**src/rtl/tempo_pkg.sv**
```systemverilog
// tempo_pkg: shared state encoding, difficulty codes and default timing constants for the tempo sequencer.
package tempo_pkg;
    typedef enum logic [2:0] {
        IDLE    = 3'd0,
        COUNTIN = 3'd1,
        RUN     = 3'd2,
        PAUSED  = 3'd3,
        DONE    = 3'd4
    } state_t;

    localparam logic [1:0] DIFF_INSANE  = 2'b00;
    localparam logic [1:0] DIFF_NORMAL  = 2'b01;
    localparam logic [1:0] DIFF_SLOWER  = 2'b10;
    localparam logic [1:0] DIFF_SLOWEST = 2'b11;

    localparam int DEF_P0 = 8_000_000;
    localparam int DEF_P1 = 25_000_000;
    localparam int DEF_P2 = 30_000_000;
    localparam int DEF_P3 = 40_000_000;

    localparam int METRO_W = 16;
endpackage

```
**src/rtl/tick_counter.sv**
```systemverilog
// tick_counter: loadable countdown with a zero flag, shared timebase for count-in and beats.
module tick_counter #(
    parameter int CNT_W = 28
) (
    input  logic             clk,
    input  logic             rst,
    input  logic             load,
    input  logic [CNT_W-1:0] load_value,
    input  logic             enable,
    output logic             zero
);
    logic [CNT_W-1:0] cnt;

    always_ff @(posedge clk or posedge rst) begin
        if (rst)
            cnt <= '0;
        else if (load)
            cnt <= load_value;
        else if (enable)
            cnt <= cnt - 1'b1;
    end

    assign zero = cnt == '0;
endmodule

```
**src/rtl/tempo_sequencer.sv**
```systemverilog
// tempo_sequencer: beat-timing FSM driving count-in and beat ticks from one countdown.
// Optional TEMPO_SEQ_METRONOME_EN stretches every tick into a 2^METRO_W-clock metro click.
module tempo_sequencer
    import tempo_pkg::*;
#(
    parameter int CNT_W         = 28,
    parameter int BEAT_W        = 10,
    parameter int COUNTIN_BEATS = 4,
    parameter int P0            = DEF_P0,
    parameter int P1            = DEF_P1,
    parameter int P2            = DEF_P2,
    parameter int P3            = DEF_P3
) (
    input  logic              clock,
    input  logic              reset_b,
    input  logic              start,
    input  logic              pause,
    input  logic              resume,
    input  logic              abort,
    input  logic [1:0]        difficulty,
    input  logic [BEAT_W-1:0] song_len,
    output logic              count_tick,
    output logic              beat_tick,
    output logic [BEAT_W-1:0] beat_index,
    output logic              running,
    output logic              paused,
    output logic              done,
    output logic              metro
);
    state_t            state, ret_state, nxt;
    logic [1:0]        diff_q, sel;
    logic [BEAT_W-1:0] len_q;
    logic [3:0]        cin;
    logic [CNT_W-1:0]  period_m1;
    logic              zero, active, accept, hold, tick, last_cin, last_beat;

    assign active     = state == COUNTIN || state == RUN;
    assign accept     = !abort && start && (state == IDLE || state == DONE);
    assign hold       = active && pause;
    // A pause landing on the zero cycle swallows the tick; the held zero replays it on resume.
    assign tick       = active && zero && !abort && !pause;
    assign count_tick = tick && state == COUNTIN;
    assign beat_tick  = tick && state == RUN;
    assign last_cin   = cin == 4'(COUNTIN_BEATS - 1);
    assign last_beat  = len_q != '0 && beat_index == len_q - 1'b1;
    assign sel        = accept ? difficulty : diff_q;
    assign period_m1  = sel == DIFF_INSANE ? CNT_W'(P0 - 1) :
                        sel == DIFF_NORMAL ? CNT_W'(P1 - 1) :
                        sel == DIFF_SLOWER ? CNT_W'(P2 - 1) : CNT_W'(P3 - 1);

    tick_counter #(.CNT_W(CNT_W)) u_counter (
        .clk        (clock),
        .rst        (reset_b),
        .load       (abort || accept || tick),
        .load_value (abort ? '0 : period_m1),
        .enable     (active && !pause),
        .zero       (zero)
    );

    always_comb begin
        nxt = abort                      ? IDLE      :
              accept                     ? COUNTIN   :
              hold                       ? PAUSED    :
              resume && state == PAUSED  ? ret_state :
              count_tick && last_cin     ? RUN       :
              beat_tick && last_beat     ? DONE      : state;
    end

    always_ff @(posedge clock or posedge reset_b) begin
        if (reset_b) begin
            state      <= IDLE;
            ret_state  <= IDLE;
            diff_q     <= '0;
            len_q      <= '0;
            cin        <= '0;
            beat_index <= '0;
            running    <= 1'b0;
            paused     <= 1'b0;
            done       <= 1'b0;
        end else begin
            state      <= nxt;
            running    <= nxt == COUNTIN || nxt == RUN;
            paused     <= nxt == PAUSED;
            done       <= nxt == DONE;
            ret_state  <= hold ? state : ret_state;
            diff_q     <= accept ? difficulty : diff_q;
            len_q      <= accept ? song_len : len_q;
            cin        <= abort || accept ? '0 : count_tick ? cin + 1'b1 : cin;
            beat_index <= abort || accept ? '0 : beat_tick ? beat_index + 1'b1 : beat_index;
        end
    end

`ifdef TEMPO_SEQ_METRONOME_EN
    logic [METRO_W-1:0] stretch;

    always_ff @(posedge clock or posedge reset_b) begin
        if (reset_b)
            stretch <= '0;
        else
            stretch <= abort ? '0 : tick ? '1 : stretch == '0 ? '0 : stretch - 1'b1;
    end

    assign metro = tick || stretch != '0;
`else
    assign metro = 1'b0;
`endif
endmodule

```
**config.mk**
```make
export PLATFORM = sky130hd
export DESIGN_NAME = tempo_sequencer
export DESIGN_NICKNAME = d
export VERILOG_FILES = /design/src/rtl/tempo_pkg.sv /design/src/rtl/tick_counter.sv /design/src/rtl/tempo_sequencer.sv
export SDC_FILE = /design/constraint.sdc
export NUM_CORES = 1
export LEC_CHECK = 0
export CAP_MARGIN = 30
export CORE_MARGIN = 2
export CORE_UTILIZATION = 35
export CTS_BUF_LIST = sky130_fd_sc_hd__clkbuf_4 sky130_fd_sc_hd__clkbuf_8 sky130_fd_sc_hd__clkbuf_16
export DETAILED_ROUTE_END_ITERATION = 7
export GPL_TIMING_DRIVEN = 0
export SLEW_MARGIN = 30
export SYNTH_ARGS = -nofsm -noshare
export SYNTH_HDL_FRONTEND = slang
export SYNTH_SLANG_ARGS = --single-unit
```
**constraint.sdc**
```tcl
create_clock -name clock -period 2.6 [get_ports clock]
set_input_delay 0.52 -clock clock [delete_from_list [all_inputs] [get_ports clock]]
set_output_delay 0.52 -clock clock [all_outputs]
set_load 0.01 [all_outputs]
```
==> impl_metrics.tcl <==
set metrics [dict create \
    status "complete, but fails checks" \
    failed_checks "negative setup slack" \
    synthCells 373 \
    antenna_found_initial 0 \
    synthFlopType "dfrtp_1" \
    multi_input_area_um2 2180 \
    postRouteAntennaNets 0 \
    drt-total-wl_um 8670 \
    core_um2 9860 \
    cts_buffers 9 \
    wl_per_cell_um 15.1 \
    hold-worst-slack_ps 436 \
    clock-root-buffer "clkbuf_8" \
    synth_compound_area_share_pct 8.55 \
    critPathArrivalTime_ps 2440 \
    synthAdderAreaFrac_pct 4.53 \
    post-route-min-period_ps 2960 \
    cts_tree "done" \
    drtIter0Drc 171 \
    finalHoldViolCount 0 \
    async_reset_ff_share_pct 100 \
    synth-seq-cells 63 \
    cp.required_ps 2080 \
    clock-sinks 63 \
    swShare_pct 31.9 \
    netlist_area_um2 3590 \
    dp_slack_ps -837 \
    hold_buffers 0 \
    start_util_pct 36.4 \
    num_rows 36 \
    dp_hpwl_um 5760 \
    finalMaxSlewViolations 0 \
    rr_worst_depth 9 \
    critPathMaxFanout 5 \
    crit_type "register to primary output" \
    grt_pass1_wl_um 14400 \
    tightest_slew_ps 749 \
    cap_violations 0 \
    worst_slack_ps -364 \
    p_total_w 0.00318 \
    grt_start_max_net_pins 42 \
    routed-via-count 2948 \
    power.net_switching_w 0.00102 \
    setup-violations-final 28 \
    final_core_util_pct 49.2 \
    power_frac_comb_pct 27.8 \
    yosys.area_share.simple_pct 24.1 \
    tns_ps -3850 \
    pwr-share-clk_pct 31.5 \
    critPathCaptureType "primary output" \
    synth_fp_nets 404 \
    slew_headroom_pct 50.1 \
    drtPass1Iterations 4 \
    grtUsageTotal_pct 16.2 \
    fillers 891 \
    die_y_um 105 \
    clkSlewWorstSetupHoldPaths_ps 70 \
    dieArea_um2 11100 \
    syn_avg_cell_area_um2 9.62 \
    hp-class "input port to register" \
    clk_latency_ps 340 \
    rsz0062_at_grt "true" \
    fin_crit_sh_pct 114 \
    ys_types 48 \
    grt_overflow 0 \
    seqPwrFrac_pct 40.7 \
    yosys_warnings 0 \
    synth_top_family_by_area "simple AND/OR/NAND/NOR gates" \
    cts.path.max_buffers 2 \
    powerDensity_nw_per_um2 656 \
    area_growth_syn_to_layout_pct 35.2 \
    timing.fmax_mhz 337 \
    pin_count 34 \
    hold-path-cell-count 2 \
    first_global_vias 3017 \
    internal_power_w 0.00216 \
    gp_congestion 0.797 \
    avgViaCountPerCell 5.14 \
    start_kind "register" \
    htreeDepth 3 \
    port_buffers 31 \
    synthMuxAreaShare_pct 3.94 \
    synth_xor_area_share_pct 11.7 \
    synth_edf_count 0 \
    seq_area_um2 1580 \
    die_w_um 105 \
    peakVddDrop_mv 0.262 \
    p_leak_nw 1.99 \
    ys_seq_area_share_pct 43.9 \
    skew_ps 14.7 \
    nNetsFinal 467 \
    layout-drive-gt1-share_pct 29.5 \
    drc 0 \
    diodes 0 \
]
[power groups by stage]
stage	clock network (W)	registers (W)	logic [W]
2_1_floorplan	0	0.00127	0.000531
3_3_place_gp	0	0.00130	0.000682
3_5_place_dp	0	0.00130	0.000704
4_1_cts	0.00101	0.00129	0.000822
5_1_grt	0.00107	0.00131	0.000982
6_report	0.00100	0.00129	0.000884
[layout make-up]
class / count / area share [%]
buffer: 13 / 2.35
clock inverter: 3 / 1.34
sequential: 63 / 32.5
inverter: 10 / 0.825
tap: 133 / 3.43
timing repair buffer: 54 / 11.1
clock buffer: 13 / 3.43
multi-input combinational: 285 / 45.0
[worst paths after layout]
kind	start	end	slack, ps
worst max-delay path	u_counter.cnt[9]	count_tick	-360
min in group asynchronous	reset_b	u_counter.cnt[22]	490
max in group asynchronous	reset_b	beat_index[9]	1570
worst min register to register	ret_state[2]	ret_state[2]	510
worst max register to register	u_counter.cnt[9]	done	-320
worst min-delay path	abort	state[0]	440
[through the flow]
stage,area [um2],cells
after CTS,4690,572
after global placement,4090,537
final,4850,574
after floorplan,3620,373
after detailed placement,4120,538
after global routing,4850,574
[cell usage after synthesis, types with 2 or more instances]
library cell | count | area [um2]
nand2_1 | 23 | 86.3
dfrtp_1 | 63 | 1580
or4_4 | 2 | 22.5
nor2b_1 | 3 | 18.8
nand4_1 | 8 | 50.1
and3_1 | 5 | 31.3
nand3b_1 | 2 | 15.0
or3_1 | 9 | 56.3
inv_1 | 10 | 37.5
nor2_1 | 39 | 146
mux2_2 | 9 | 101
nor3b_1 | 3 | 22.5
nand3_1 | 12 | 60.1
or4_1 | 3 | 22.5
xnor2_1 | 24 | 210
nand2b_1 | 3 | 18.8
nor4_1 | 12 | 75.1
nand4b_1 | 3 | 26.3
or2_2 | 2 | 12.5
a21oi_1 | 19 | 95.1
xor2_1 | 24 | 210
a211oi_1 | 2 | 15.0
mux2i_1 | 4 | 40.0
clkbuf_1 | 12 | 45.0
ha_1 | 13 | 163
o21ai_0 | 27 | 135
nor3_1 | 16 | 80.1
[layer usage]
layer	vias to the layer above	global-route usage [%]	routed length, um
li1	1448	-	-
met4	0	6.38	191
met5	-	0	0
met1	1437	21.4	4070
met2	50	26.1	4170
met3	13	3.03	233
[timing repair]
| action | 4_1_cts | 5_1_grt |
|---|---|---|
| cloned | 3 | 0 |
| buffers inserted | 17 | 5 |
| pin swaps | 19 | 12 |
| resized for setup | 73 | 47 |
| setup endpoints to repair | 49 | 50 |
[cell usage in the layout, fill, tap and decap left out, types with 4 or more instances in the layout]
cell type,count
o21ai_1,4
mux2_2,8
nor4_1,9
and3_1,5
xor2_1,24
nor2_2,6
nand4_1,8
ha_1,12
a21oi_1,7
clkbuf_8,14
xnor2_1,23
clkdlybuf4s50_1,29
o21ai_2,12
a21oi_2,11
nand3_1,8
nor3_1,15
buf_6,8
or3_4,6
clkbuf_1,5
nor2_1,32
nand2_1,22
o21ai_0,11
buf_4,14
dfrtp_1,63
inv_1,6
or4_4,4
[sequential cells by signal, summed over array words and instances (netlist names), 2 cells and up]
signal	cells
beat_index	10
cin	4
diff_q	2
len_q	10
ret_state	3
state	3
u_counter.cnt	28
[critical path: stages (launching register included)]
cell and delay (ps):
dfrtp_1 430, or4_4 540, or4_4 540, nor4_4 300
and2_4 200, buf_6 100
[kinds of logic after synthesis]
family	count (synthesis)
simple gates	155
flops	63
compound gates	55
xor+xnor	48
buf+inv	25
fa+ha+maj	13
mux	13
other cells	1
No activity file was read; power rests on OpenSTA's default activity.
